$ cat config.mk
export PLATFORM = sky130hd
export DESIGN_NAME = rf_write_arbiter
export DESIGN_NICKNAME = d
export VERILOG_FILES = /design/src/rtl/rf_write_arbiter_pkg.sv /design/src/rtl/rf_write_arbiter.sv
export SDC_FILE = /design/constraint.sdc
export NUM_CORES = 1
export LEC_CHECK = 0
export CAP_MARGIN = 20
export CORE_UTILIZATION = 40
export DETAILED_ROUTE_END_ITERATION = 10
export GPL_TIMING_DRIVEN = 0
export HOLD_SLACK_MARGIN = 0.15
export PLACE_DENSITY = 0.79
export SLEW_MARGIN = 20
export SYNTH_ARGS = -nofsm -noshare
export SYNTH_HDL_FRONTEND = slang
export SYNTH_SLANG_ARGS = --single-unit
$ cat constraint.sdc
create_clock -name clock_i -period 1.54 [get_ports clock_i]
set_clock_uncertainty 0.15 [all_clocks]
set_input_delay 0.308 -clock clock_i [delete_from_list [all_inputs] [get_ports clock_i]]
set_output_delay 0.308 -clock clock_i [all_outputs]
set_load 0.01 [all_outputs]
$ cat src/rtl/rf_write_arbiter_pkg.sv
// Shared widths and encodings for the register-file write arbiter.
package rf_write_arbiter_pkg;

  localparam int RFA_DATA_W = 16;
  localparam int RFA_ADDR_W = 4;

  localparam logic [0:0] RFA_CLEAR = 1'b0;
  localparam logic [0:0] RFA_RUN   = 1'b1;
  localparam logic [0:0] PRIO_A    = 1'b0;
  localparam logic [0:0] PRIO_B    = 1'b1;

endpackage

$ cat src/rtl/rf_write_arbiter.sv
// Owns the register-file write port: zero-fills every register after reset,
// then round-robin arbitrates ALU (A) and load/IO (B) writebacks.
module rf_write_arbiter import rf_write_arbiter_pkg::*; #(
  parameter int DATA_W = RFA_DATA_W,
  parameter int ADDR_W = RFA_ADDR_W
) (
  input  logic              clock_i,
  input  logic              n_rst_i,
  input  logic              a_valid_i,
  input  logic [ADDR_W-1:0] a_addr_i,
  input  logic [DATA_W-1:0] a_data_i,
  output logic              a_ready_o,
  input  logic              b_valid_i,
  input  logic [ADDR_W-1:0] b_addr_i,
  input  logic [DATA_W-1:0] b_data_i,
  output logic              b_ready_o,
  output logic              busy_o,
  output logic              rf_we_o,
  output logic [ADDR_W-1:0] rf_w_addr_o,
  output logic [DATA_W-1:0] rf_w_data_o
);

  localparam int NUM_REGS = 2**ADDR_W;
  localparam logic [ADDR_W-1:0] LAST_REG = ADDR_W'(NUM_REGS - 1);

  logic [0:0]        state_q, state_d;
  logic [0:0]        prio_q, prio_d;
  logic [ADDR_W-1:0] clr_cnt_q, clr_cnt_d;
  logic              we_q, we_d;
  logic [ADDR_W-1:0] waddr_q, waddr_d;
  logic [DATA_W-1:0] wdata_q, wdata_d;
  logic              run, a_acc, b_acc;

  // Readiness looks only at the other side's valid so a requester never loops on itself.
  assign run       = (state_q == RFA_RUN);
  assign a_ready_o = run & (~b_valid_i | (prio_q == PRIO_A));
  assign b_ready_o = run & (~a_valid_i | (prio_q == PRIO_B));
  assign a_acc     = a_valid_i & a_ready_o;
  assign b_acc     = b_valid_i & b_ready_o;
  assign busy_o    = ~run;

  always_comb begin
    state_d   = state_q;
    prio_d    = prio_q;
    clr_cnt_d = clr_cnt_q;
    we_d      = 1'b0;
    waddr_d   = waddr_q;
    wdata_d   = wdata_q;
    if (state_q == RFA_CLEAR) begin
      we_d      = 1'b1;
      waddr_d   = clr_cnt_q;
      wdata_d   = '0;
      clr_cnt_d = clr_cnt_q + 1'b1;
      if (clr_cnt_q == LAST_REG) state_d = RFA_RUN;
    end else begin
      if (a_acc) begin
        we_d    = 1'b1;
        waddr_d = a_addr_i;
        wdata_d = a_data_i;
      end else if (b_acc) begin
        we_d    = 1'b1;
        waddr_d = b_addr_i;
        wdata_d = b_data_i;
      end
      // Priority only moves on contention, handing it to whoever just lost.
      if (a_valid_i && b_valid_i) prio_d = a_acc ? PRIO_B : PRIO_A;
    end
  end

  always_ff @(posedge clock_i or negedge n_rst_i) begin
    if (!n_rst_i) begin
      state_q   <= RFA_CLEAR;
      prio_q    <= PRIO_A;
      clr_cnt_q <= '0;
      we_q      <= 1'b0;
      waddr_q   <= '0;
      wdata_q   <= '0;
    end else begin
      state_q   <= state_d;
      prio_q    <= prio_d;
      clr_cnt_q <= clr_cnt_d;
      we_q      <= we_d;
      waddr_q   <= waddr_d;
      wdata_q   <= wdata_d;
    end
  end

  assign rf_we_o     = we_q;
  assign rf_w_addr_o = waddr_q;
  assign rf_w_data_o = wdata_q;

endmodule

-- After elaboration in Yosys (flattened, before gate mapping)
Index checks and enable logic that the tools add are counted.
- bits in read-only memories: 0
- bits of input ports: 44
- word-level logic and storage cells: 33
- bits in writable memories: 0
- output and inout bits: 24
- memories: 0
- bits in registers: 27
- latch bits: 0
- reduce and logical (&&, ||, !) cells: 2
- eq/ne operators: 2
- divide/modulo/power cells: 0
- shifts and indexed selects: 0
- $mul: 0
- add/subtract/negate cells: 1
- bitwise operators: 10
- mux-type cells: 12
- magnitude comparators: 0
- operators with widths (operator ; number):
    2-to-1 mux 16 bit ; 3
    2-to-1 mux 4 bit ; 3
    2-to-1 mux 1 bit ; 6
    adder 4 x 1 -> 4 bit (second input constant) ; 1
    AND 1 bit ; 4
    equality test 4 bit (second input constant) ; 1
    inverter 1 bit ; 4
    inequality test 3 x 1 -> 1 bit (second input constant) ; 1
    OR 1 bit ; 2
    AND reduction 2 bit ; 1
    logical AND 1 bit ; 1

-- Logic depth before layout (Yosys ltp)
Gate-level depths: netlist of run 1.
- depth after elaboration: 7
- depth in mapped cells: 6
- gate-level depth less buffers: 3

-- Worst setup path before layout of run 1
No wires, ideal clock.
- kind: input -> register
- start point: input b_valid_i
- end point: register wdata_q[10], in the netlist rf_w_data_o[10]
- required time: 1.259 ns
- stages on the path: 6
- buffers on the path: 3
- path slack: 0.103 ns
- setup time: 0.131 ns
- arrival time: 1.155 ns
- path through: buf_4 -> or2_2 -> clkbuf_2 -> buf_6 -> nand3_1 -> o211ai_1
- word-level cells in the longest chain between the ends: 6
- elaborated cells on any way between the ends: 8
- those cells by class: 1 x eq/ne; 2 x mux; 5 x bitwise
- RTL lines (what ; line ; source):
    from (decl) ; rf_write_arbiter.sv:13 ; input logic b_valid_i,
    inverter 1 bit ; rf_write_arbiter.sv:36 ; assign a_ready_o = run & (~b_valid_i | (prio_q == PRIO_A));
    OR 1 bit ; rf_write_arbiter.sv:36 ;
    AND 1 bit ; rf_write_arbiter.sv:36 ;
    AND 1 bit ; rf_write_arbiter.sv:38 ; assign a_acc = a_valid_i & a_ready_o;
    2-to-1 mux 16 bit ; rf_write_arbiter.sv:56 ; if (a_acc) begin
    2-to-1 mux 16 bit ; rf_write_arbiter.sv:49 ; if (state_q == RFA_CLEAR) begin
    to (signal assigned) ; rf_write_arbiter.sv:84 ; wdata_q <= wdata_d;
    to (decl) ; rf_write_arbiter.sv:31 ; logic [DATA_W-1:0] wdata_q, wdata_d;
Several ways; a longest one is shown, not always the timed one.
A chain may end at the register's enable or synchronous reset.

-- Final worst setup path of run 1
- start point: register state_q, in the netlist run
- end point: output busy_o
- word-level cells in the longest chain between the ends: 1
- RTL lines (what ; line ; source):
    from (decl) ; rf_write_arbiter.sv:26 ; logic [0:0] state_q, state_d;
    from (signal assigned) ; rf_write_arbiter.sv:79 ; state_q <= state_d;
    inverter 1 bit ; - ;
    to (decl) ; rf_write_arbiter.sv:17 ; output logic busy_o,
No other way between the ends.

==> results of run 1 <==
## state kept, by name, indices dropped and copies added (netlist names)
register,count
rf_w_data_o,16
prio_q,1
rf_w_addr_o,4
rf_we_o,1
clr_cnt_q,4
run,1
## tightest hold or removal path, delay by kind of cell
family,cells,cell delay [ns]
muxes,1,0.18
buffers and inverters,1,0.16
AOI/OAI and AO/OA,1,0.07
## metrics by stage
stage / hold WS [ns] / instances / util (%)
2_1_floorplan: -0.138 / 146 / -
3_3_place_gp: 0.331 / 258 / 63.5
3_5_place_dp: 0.203 / 258 / 63.4
4_1_cts: 0.257 / 268 / 65.0
5_1_grt: 0.251 / 273 / 66.9
6_report: 0.252 / 273 / 66.9
## cells by family (layout without fill, tap and decap cells)
kind of cell	Yosys count	in the layout	share of synthesized area, %
compound gates	26	26	15.2
xor+xnor	4	4	2.47
fa+ha+maj	1	1	0.882
buf+inv	20	101	7.77
flops	27	27	47.7
mux	5	5	3.62
simple gates	63	63	22.4
## where the power goes
group          internal, mW  switching (mW)  total, mW  leakage, nW
combinational         0.406           0.365      0.771        0.654
sequential            0.829          0.0721      0.902        0.323
clock                 0.102           0.219      0.321       0.0150
total                  1.34           0.656       1.99        0.992
## routing by layer
layer / GRT usage (%) / share of wire [%]
met1: 28.5 / 43
met2: 38.6 / 50
met3: 5.04 / 5.8
met4: 8.57 / 1.2
met5: 0 / 0
## synthesized netlist by cell type, drive strengths merged
cell | n | area [um2]
inv | 7 | 26.3
nand3 | 33 | 165
buf | 8 | 63.8
a21oi | 2 | 10.0
a221oi | 4 | 60.1
and2 | 2 | 17.5
nand4 | 1 | 6.26
o22ai | 4 | 25.0
clkbuf | 5 | 20.0
or2 | 1 | 6.26
nor2 | 1 | 3.75
nand2b | 4 | 25.0
ha | 1 | 12.5
dfrtp | 27 | 676
nor3b | 1 | 18.8
o211ai | 16 | 120
xnor2 | 4 | 35.0
mux2 | 1 | 11.3
mux2i | 4 | 40.0
nand2 | 20 | 75.1
## layout make-up
cell class / instances / area (um2)
plain buffers: 13 / 100
clock buffers: 4 / 26.3
fillers: 291 / 1110
inverters: 7 / 30.0
multi-input cells: 99 / 639
flip-flops and latches: 27 / 676
well taps: 46 / 57.6
repair buffers: 77 / 721
## repair_timing
| item | CTS | global route |
|---|---|---|
| hold buffers | 2 | 0 |
| endpoints found under the hold margin | 28 | 0 |
| pin swaps | 0 | 2 |
| endpoints found under the setup margin | 38 | 27 |
| resized for setup | 41 | 15 |
| buffers inserted | 4 | 5 |
## worst max-delay path by stage
| stage | to | slack [ns] | cells past startpoint |
|---|---|---|---|
| floorplan | rf_w_data_o[10]$_DFFE_PN0P_ | 0.10 | 6 |
| global placement | b_ready_o | -0.46 | 3 |
| detailed placement | b_ready_o | -0.46 | 3 |
| CTS | a_ready_o | -0.15 | 4 |
| global route | busy_o | -0.19 | 4 |
| finish | busy_o | -0.12 | 4 |
==> results.sh, run 1 <==
export IMPL_status="finished with violations"
export IMPL_violations="negative setup slack"
export IMPL_cts_buffer_depth=2
export IMPL_layout_drive_gt1_share_pct=17.2
export IMPL_min_period_over_period_pct=108
export IMPL_p_leak_nw=0.992
export IMPL_crit_fanout=3
export IMPL_powerDensity_nw_per_um2=886
export IMPL_syn_nets=191
export IMPL_whs_endpoint="rf_w_addr_o[2]$_DFFE_PN0P_"
export IMPL_diodes=0
export IMPL_dpl_hpwl_um=2970
export IMPL_die_area_um2=3790
export IMPL_timing_critical_path_from="run$_DFF_PN0_"
export IMPL_tightest_slew_ns=0.621
export IMPL_fin_setup_tns_ns=-0.334
export IMPL_clkTransAtPathRegs_ns=0.14
export IMPL_drc_errors=0
export IMPL_fin_crit_ns=1.66
export IMPL_finalHoldViolCount=0
export IMPL_grt_pass1_vias=1329
export IMPL_cp_required_ns=1.08
export IMPL_final_common_cell="clkdlybuf4s50_1"
export IMPL_route_vias_total=1451
export IMPL_antenna_left=0
export IMPL_ios=68
export IMPL_clockRootBuffer="clkbuf_4"
export IMPL_grt_usage_pct=22.8
export IMPL_yosys_warnings=0
export IMPL_startpoint_type="flop"
export IMPL_cp_slowest_cell="dfrtp_1"
export IMPL_cp_common_cell="buf_6"
export IMPL_via_per_inst=5.32
export IMPL_final_cell_mix="clkdlybuf4s50_1 (40), nand3_1 (33), dfrtp_1 (27), nand2_1 (20), o211ai_1 (16)"
export IMPL_hp_start="b_valid_i"
export IMPL_syn_inst=146
export IMPL_drtIter0Drc=75
export IMPL_max_stage_delay_ns=0.39
export IMPL_rsz0062_at_grt="true"
export IMPL_pre_cts_slack_ns=-0.461
export IMPL_cts_sinks=27
export IMPL_numPortBuffers=66
export IMPL_crit_family="buffers and inverters"
export IMPL_dr_pass1_iters=4
export IMPL_maxCapViolations=0
export IMPL_grt_overflow_total=0
export IMPL_grt_max_degree=28
export IMPL_reg2reg_slack_ns=0.05
export IMPL_critPathCaptureType="output port"
export IMPL_max_vdd_ir_drop_uv=447
export IMPL_syn_area_um2=1420
export IMPL_synth_seq_cells=27
export IMPL_grt_pass1_wl_um=6150
export IMPL_r2r_start="run$_DFF_PN0_"
export IMPL_cts_buffers=3
export IMPL_gp_congestion=0.748
export IMPL_rows=21
export IMPL_synth_cell_types=23
export IMPL_crit_arrival_ns=1.20
export IMPL_cts_tree="done"
export IMPL_layout_setup_ws_ns=-0.118
export IMPL_worstRegToRegCells=5
export IMPL_whs_path_depth=3
export IMPL_htreeDepth=1
export IMPL_crit_chain="buf_6 -> clkinvlp_4 -> buf_4 -> buf_6"
export IMPL_fin_area_um2=2250
export IMPL_final_nets=273
export IMPL_insertion_delay_ns=0.34
export IMPL_dpl_instance_area_um2=2130
export IMPL_r2r_end="rf_w_addr_o[0]$_DFFE_PN0P_"
export IMPL_path_class="reg -> out"
export IMPL_wl_per_cell_um=15.6
export IMPL_coreArea_um2=3360
export IMPL_hold_class="in -> reg"
export IMPL_start_util_pct=42.2
export IMPL_antenna_found_initial=0
export IMPL_yosysSeqAreaShare_pct=47.7
export IMPL_setup_viol=3
export IMPL_die_w_um=61.5
export IMPL_cp_buffers_inverters=4
export IMPL_finalMaxSlewViolations=0
export IMPL_avgSynthCellArea_um2=9.71
export IMPL_power_total_mw=1.99
export IMPL_die_h_um=61.5
export IMPL_area_growth_pct=58.7
export IMPL_fmax_mhz=603
export IMPL_slew_headroom_pct=58.6
export IMPL_drt_wl_total_um=4250
(Power assumes the default switching activity.)
==> run 2: changes to the inputs <==
--- a/config.mk
+++ b/config.mk
@@ -10,7 +10,7 @@
 export DETAILED_ROUTE_END_ITERATION = 10
 export GPL_TIMING_DRIVEN = 0
 export HOLD_SLACK_MARGIN = 0.15
-export PLACE_DENSITY = 0.79
+export PLACE_DENSITY = 0.82
 export SLEW_MARGIN = 20
 export SYNTH_ARGS = -nofsm -noshare
 export SYNTH_HDL_FRONTEND = slang
==> constraint.sdc (replaced) <==
create_clock -name clock_i -period 1.54 [get_ports clock_i]
set_clock_uncertainty 0.15 [all_clocks]
set_input_delay 0.231 -clock clock_i [delete_from_list [all_inputs] [get_ports clock_i]]
set_output_delay 0.231 -clock clock_i [all_outputs]
set_load 0.01 [all_outputs]
==> run 2 against run 1 <==
The flow still finishes with violations (negative setup slack). Global-route usage down 1.2 points. Total power grew 0.10%. Clock power is 2% lower.
==> results.sh, run 2 (synthesis gave the netlist of run 1 again) <==
export IMPL_cts_tree="done"
export IMPL_use_met1_pct=27.2
export IMPL_grt_max_degree=28
export IMPL_drtIter0Drc=96
export IMPL_powerDensity_nw_per_um2=873
export IMPL_dpl_instance_area_um2=2130
export IMPL_coreArea_um2=3360
export IMPL_worstRegToRegCells=5
export IMPL_r2r_end="rf_w_addr_o[2]$_DFFE_PN0P_"
export IMPL_startpoint_type="flop"
export IMPL_rsz0062_at_grt="true"
export IMPL_final_common_cell="clkdlybuf4s50_1"
export IMPL_tightest_slew_ns=0.618
export IMPL_p_leak_nw=1.02
export IMPL_crit_fanout=4
export IMPL_clkTransAtPathRegs_ns=0.15
export IMPL_ios=68
export IMPL_crit_chain="buf_6 -> clkinvlp_4 -> a21oi_2 -> buf_2"
export IMPL_dr_pass1_iters=4
export IMPL_finalHoldViolCount=0
export IMPL_htreeDepth=1
export IMPL_gr_usage_met2_pct=36.9
export IMPL_layout_drive_gt1_share_pct=19.7
export IMPL_max_stage_delay_ns=0.41
export IMPL_cts_buffers=3
export IMPL_wl_per_cell_um=15.0
export IMPL_clockRootBuffer="clkbuf_4"
export IMPL_final_cell_mix="clkdlybuf4s50_1 (40), nand3_1 (33), dfrtp_1 (27), dlygate4sd2_1 (22), nand2_1 (20)"
export IMPL_fin_crit_ns=1.70
export IMPL_setup_viol=3
export IMPL_whs_path_depth=3
export IMPL_max_vdd_ir_drop_uv=414
export IMPL_dp_cells=258
export IMPL_whs_endpoint="rf_w_addr_o[3]$_DFFE_PN0P_"
export IMPL_cp_required_ns=1.16
export IMPL_slew_headroom_pct=58.8
export IMPL_status="finished with violations"
export IMPL_grt_pass1_wl_um=5980
export IMPL_maxCapViolations=0
export IMPL_layoutNonFillerInstCount=275
export IMPL_die_w_um=61.5
export IMPL_drc_errors=0
export IMPL_crit_family="buffers and inverters"
export IMPL_grt_usage_pct=21.6
export IMPL_use_met3_pct=2.73
export IMPL_largest_reg_flops=16
export IMPL_diodes=0
export IMPL_critPathCaptureType="output port"
export IMPL_gp_congestion=0.747
export IMPL_cts_buffer_depth=2
export IMPL_start_util_pct=42.2
export IMPL_hold_class="in -> reg"
export IMPL_gr_max_usage_layer="met2"
export IMPL_fin_setup_tns_ns=-0.350
export IMPL_violations="negative setup slack"
export IMPL_rows=21
export IMPL_via_per_inst=5.30
export IMPL_cp_buffers_inverters=3
export IMPL_area_growth_pct=61.3
export IMPL_insertion_delay_ns=0.33
export IMPL_numPortBuffers=66
export IMPL_fin_area_um2=2290
export IMPL_fmax_mhz=589
export IMPL_layout_setup_ws_ns=-0.157
export IMPL_dpl_hpwl_um=2730
export IMPL_finalMaxSlewViolations=0
export IMPL_reg2reg_slack_ns=0.02
export IMPL_grt_overflow_total=0
export IMPL_grt_pass1_vias=1370
export IMPL_crit_arrival_ns=1.32
export IMPL_num_fill_cells=300
export IMPL_route_vias_total=1458
export IMPL_antenna_found_initial=0
export IMPL_antenna_left=0
export IMPL_cp_slowest_cell="dfrtp_1"
export IMPL_die_area_um2=3790
export IMPL_drt_wl_total_um=4130
export IMPL_path_class="reg -> out"
export IMPL_r2r_start="run$_DFF_PN0_"
export IMPL_hp_start="b_valid_i"
export IMPL_min_period_over_period_pct=110
export IMPL_final_nets=275
export IMPL_die_h_um=61.5
export IMPL_cts_sinks=27
export IMPL_pre_cts_slack_ns=-0.389
run 2: changes by cell type in the layout (fill, tap and decap cells not counted), sizes merged:
cell	previous run	this run
buf	21	22
clkinv	0	1
dlygate4sd2	14	22
clkdlybuf4s15	8	0
run 2: report_power, final:
group / total (mW) / internal, mW / switching, mW / leakage (nW)
logic: 0.785 / 0.415 / 0.371 / 0.682
clock network: 0.314 / 0.0976 / 0.217 / 0.0177
registers: 0.896 / 0.829 / 0.0668 / 0.323
run 2: routing by layer:
metal	up-vias	share of wire, %
met2	54	51
met3	10	4.8
met5	-	0
met1	706	42
met4	0	2.3
li1	688	-
run 2: cell type report:
type	count	area [um2]	share of cell area (%)
repair buffers	80	751	32.8
flip-flops and latches	27	676	29.6
multi-input cells	99	647	28.3
plain buffers	12	97.6	4.27
well taps	46	57.6	2.52
inverters	7	30.0	1.31
clock buffers	3	22.5	0.985
clock inverters	1	5.00	0.219
run 2: worst reg2reg max path, delay by kind of cell (launching register included):
family / cells / cell delay (ns)
flip-flops: 1 / 0.43
AND/OR/NAND/NOR: 2 / 0.32
buffers and inverters: 2 / 0.28
AO/OA/AOI/OAI: 1 / 0.26
run 2: timing repair:
| item | CTS | global route |
|---|---|---|
| gates resized for setup | 44 | 10 |
| setup endpoints to repair | 36 | 17 |
| setup buffers | 5 | 6 |
| gates cloned | 0 | 1 |
| pin swaps | 0 | 2 |
| hold buffers | 2 | 0 |
| endpoints found under the hold margin | 28 | 0 |
run 2: how the worst max path moves through the flow:
stage | startpoint | to | slack [ns] | cells past startpoint
3_5_place_dp | a_valid_i | rf_w_addr_o[1]$_DFFE_PN0P_ | -0.39 | 6
6_report | run$_DFF_PN0_ | a_ready_o | -0.16 | 4
2_1_floorplan | run$_DFF_PN0_ | rf_w_addr_o[0]$_DFFE_PN0P_ | 0.18 | 5
5_1_grt | run$_DFF_PN0_ | a_ready_o | -0.18 | 4
3_3_place_gp | a_valid_i | rf_w_data_o[9]$_DFFE_PN0P_ | -0.37 | 6
4_1_cts | run$_DFF_PN0_ | a_ready_o | -0.08 | 4
run 2: metrics by stage:
step           power, mW  utilization (%)  hold slack [ns]
2_1_floorplan       1.27                -           -0.215
3_3_place_gp        1.71             63.5            0.326
3_5_place_dp        1.72             63.4            0.135
4_1_cts             1.95             65.6            0.181
5_1_grt             2.11             68.0            0.192
6_report            2.00             68.0            0.192
==> run 3: changes to the inputs <==
--- a/config.mk
+++ b/config.mk
@@ -7,8 +7,8 @@
 export LEC_CHECK = 0
 export CAP_MARGIN = 20
 export CORE_UTILIZATION = 40
+export CTS_CLUSTER_DIAMETER = 100
 export DETAILED_ROUTE_END_ITERATION = 10
-export GPL_TIMING_DRIVEN = 0
 export HOLD_SLACK_MARGIN = 0.15
 export PLACE_DENSITY = 0.82
 export SLEW_MARGIN = 20
==> run 3 against run 2 <==
The flow now finishes without violations. Clock-buffer cell count unchanged. Maximum frequency rose by 15%. Die area is the same. Sequential share of layout area grew 1.7 points. Utilization decreased by 3.7 points. Cell area down 5.4%. Sequential cell count stayed put. Via count is 1.4% lower. Critical endpoint is now rf_w_addr_o[3]$_DFFE_PN0P_.
==> results.sh, run 3 (synthesis gave the netlist of run 1 again) <==
export IMPL_diodes=0
export IMPL_cts_tree="done"
export IMPL_clockRootBuffer="clkbuf_4"
export IMPL_rsz0062_at_grt="true"
export IMPL_finalHoldViolCount=0
export IMPL_max_vdd_ir_drop_uv=447
export IMPL_finalMaxSlewViolations=0
export IMPL_min_period_over_period_pct=95.7
export IMPL_final_common_cell="clkdlybuf4s50_1"
export IMPL_hold_class="in -> reg"
export IMPL_max_stage_delay_ns=0.42
export IMPL_p_switching_mw=0.650
export IMPL_startpoint_type="flop"
export IMPL_insertion_delay_ns=0.33
export IMPL_tightest_slew_ns=0.451
export IMPL_gp_congestion=0.801
export IMPL_powerDensity_nw_per_um2=913
export IMPL_antenna_found_initial=0
export IMPL_slew_headroom_pct=69.8
export IMPL_cp_buffers_inverters=1
export IMPL_final_nets=264
export IMPL_antenna_left=0
export IMPL_ios=68
export IMPL_power_total_mw=1.97
export IMPL_start_util_pct=42.2
export IMPL_clkTransAtPathRegs_ns=0.16
export IMPL_dpl_hpwl_um=2960
export IMPL_grt_pass1_wl_um=6180
export IMPL_die_w_um=61.5
export IMPL_crit_chain="buf_6 -> and2_4 -> and2_4 -> a221oi_2"
export IMPL_crit_arrival_ns=1.57
export IMPL_htreeDepth=1
export IMPL_fin_util_pct=64.3
export IMPL_path_class="reg -> reg"
export IMPL_crit_family="flip-flops"
export IMPL_final_cell_mix="clkdlybuf4s50_1 (43), nand3_1 (33), dfrtp_1 (27), dlygate4sd2_1 (21), nand2_1 (20)"
export IMPL_cts_buffer_depth=2
export IMPL_critPathCaptureType="flop"
export IMPL_dp_cells=257
export IMPL_grt_overflow_total=0
export IMPL_cp_common_cell="and2_4"
export IMPL_numPortBuffers=67
export IMPL_cp_required_ns=1.64
export IMPL_area_growth_pct=52.5
export IMPL_coreArea_um2=3360
export IMPL_intPower_mw=1.32
export IMPL_largest_reg_flops=16
export IMPL_p_seq_share_pct=45.6
export IMPL_die_area_um2=3790
export IMPL_cts_buffers=3
export IMPL_fmax_mhz=679
export IMPL_grt_max_degree=28
export IMPL_crit_fanout=20
export IMPL_via_per_inst=5.45
export IMPL_maxCapViolations=0
export IMPL_drt_wl_total_um=4010
export IMPL_route_vias_total=1438
export IMPL_grt_pass1_vias=1434
export IMPL_clockPowerShare_pct=16.4
export IMPL_drc_errors=0
export IMPL_status="completed"
export IMPL_grt_usage_pct=22.2
export IMPL_die_h_um=61.5
export IMPL_drtIter0Drc=57
export IMPL_combPwrFrac_pct=38.0
export IMPL_swShare_pct=32.9
export IMPL_p_leak_nw=0.961
export IMPL_layout_drive_gt1_share_pct=13.3
export IMPL_wl_per_cell_um=15.2
export IMPL_setup_viol=0
export IMPL_dr_pass1_iters=4
export IMPL_fin_crit_ns=1.47
export IMPL_rows=21
export IMPL_layoutNonFillerInstCount=264
export IMPL_cts_sinks=27
export IMPL_cp_slowest_cell="dfrtp_1"
-- run 3: cell types whose count changed in the layout (fill, tap and decap cells not counted), sizes merged --
cell,change
buf,-7
clkbuf,-5
dlygate4sd3,-1
dlygate4sd2,-1
inv,+1
clkdlybuf4s50,+3
clkinv,-1
-- run 3: routing by layer --
metal | global-route usage (%) | routed length [um]
met3 | 3.57 | 217
met1 | 26.0 | 1590
met2 | 38.9 | 2110
met4 | 11.4 | 86
met5 | 0 | 0
-- run 3: final cells by class --
type	instances	area [um2]
repair buffers	81	741
well taps	46	57.6
fillers	308	1200
clock buffers	3	22.5
inverters	7	26.3
flip-flops and latches	27	676
multi-input cells	99	632
clock inverters	1	7.51
-- run 3: tightest hold or removal path, delay by kind of cell --
kind	cells	cell delay, ns
buffers and inverters	2	0.47
AOI/OAI and AO/OA	1	0.05
-- run 3: path summary, 6_finish.rpt --
path | start | to | slack [ns] | depth (start not counted)
setup / recovery | run$_DFF_PN0_ | rf_w_addr_o[3]$_DFFE_PN0P_ | 0.07 | 4
hold / removal | a_addr_i[2] | rf_w_addr_o[2]$_DFFE_PN0P_ | 0.30 | 3
setup reg to reg | run$_DFF_PN0_ | rf_w_addr_o[3]$_DFFE_PN0P_ | 0.07 | 4
hold reg to reg | rf_w_data_o[4]$_DFFE_PN0P_ | rf_w_data_o[4]$_DFFE_PN0P_ | 0.36 | 2
max in group asynchronous | n_rst_i | rf_w_addr_o[2]$_DFFE_PN0P_ | 0.34 | 3
min in group asynchronous | n_rst_i | rf_we_o$_DFF_PN0_ | 0.63 | 3
-- run 3: power by group through the flow --
stage | sequential [mW] | clock, mW | combinational, mW
final | 0.900 | 0.324 | 0.750
after floorplan | 0.964 | 0 | 0.310
after detailed placement | 0.923 | 0 | 0.807
after CTS | 0.898 | 0.331 | 0.754
after global routing | 0.919 | 0.359 | 0.821
after global placement | 0.915 | 0 | 0.791
-- run 3: metrics by stage --
stage / area (um2) / hold slack (ns) / setup slack [ns] / setup TNS (ns)
after global routing: 2160 / 0.296 / -0.00789 / -0.00789
final: 2160 / 0.296 / 0.0664 / 0
after CTS: 2160 / 0.289 / 0.00355 / 0
after global placement: 2140 / 0.326 / -0.284 / -5.92
after detailed placement: 2140 / 0.341 / -0.288 / -6.05
after floorplan: 1420 / -0.215 / 0.179 / 0
-- run 3: what timing repair did --
action	4_1_cts	5_1_grt
hold endpoints to repair	27	0
pin swaps	0	3
setup endpoints to repair	24	6
resized for setup	30	3
buffers inserted	2	0
hold buffers	1	0
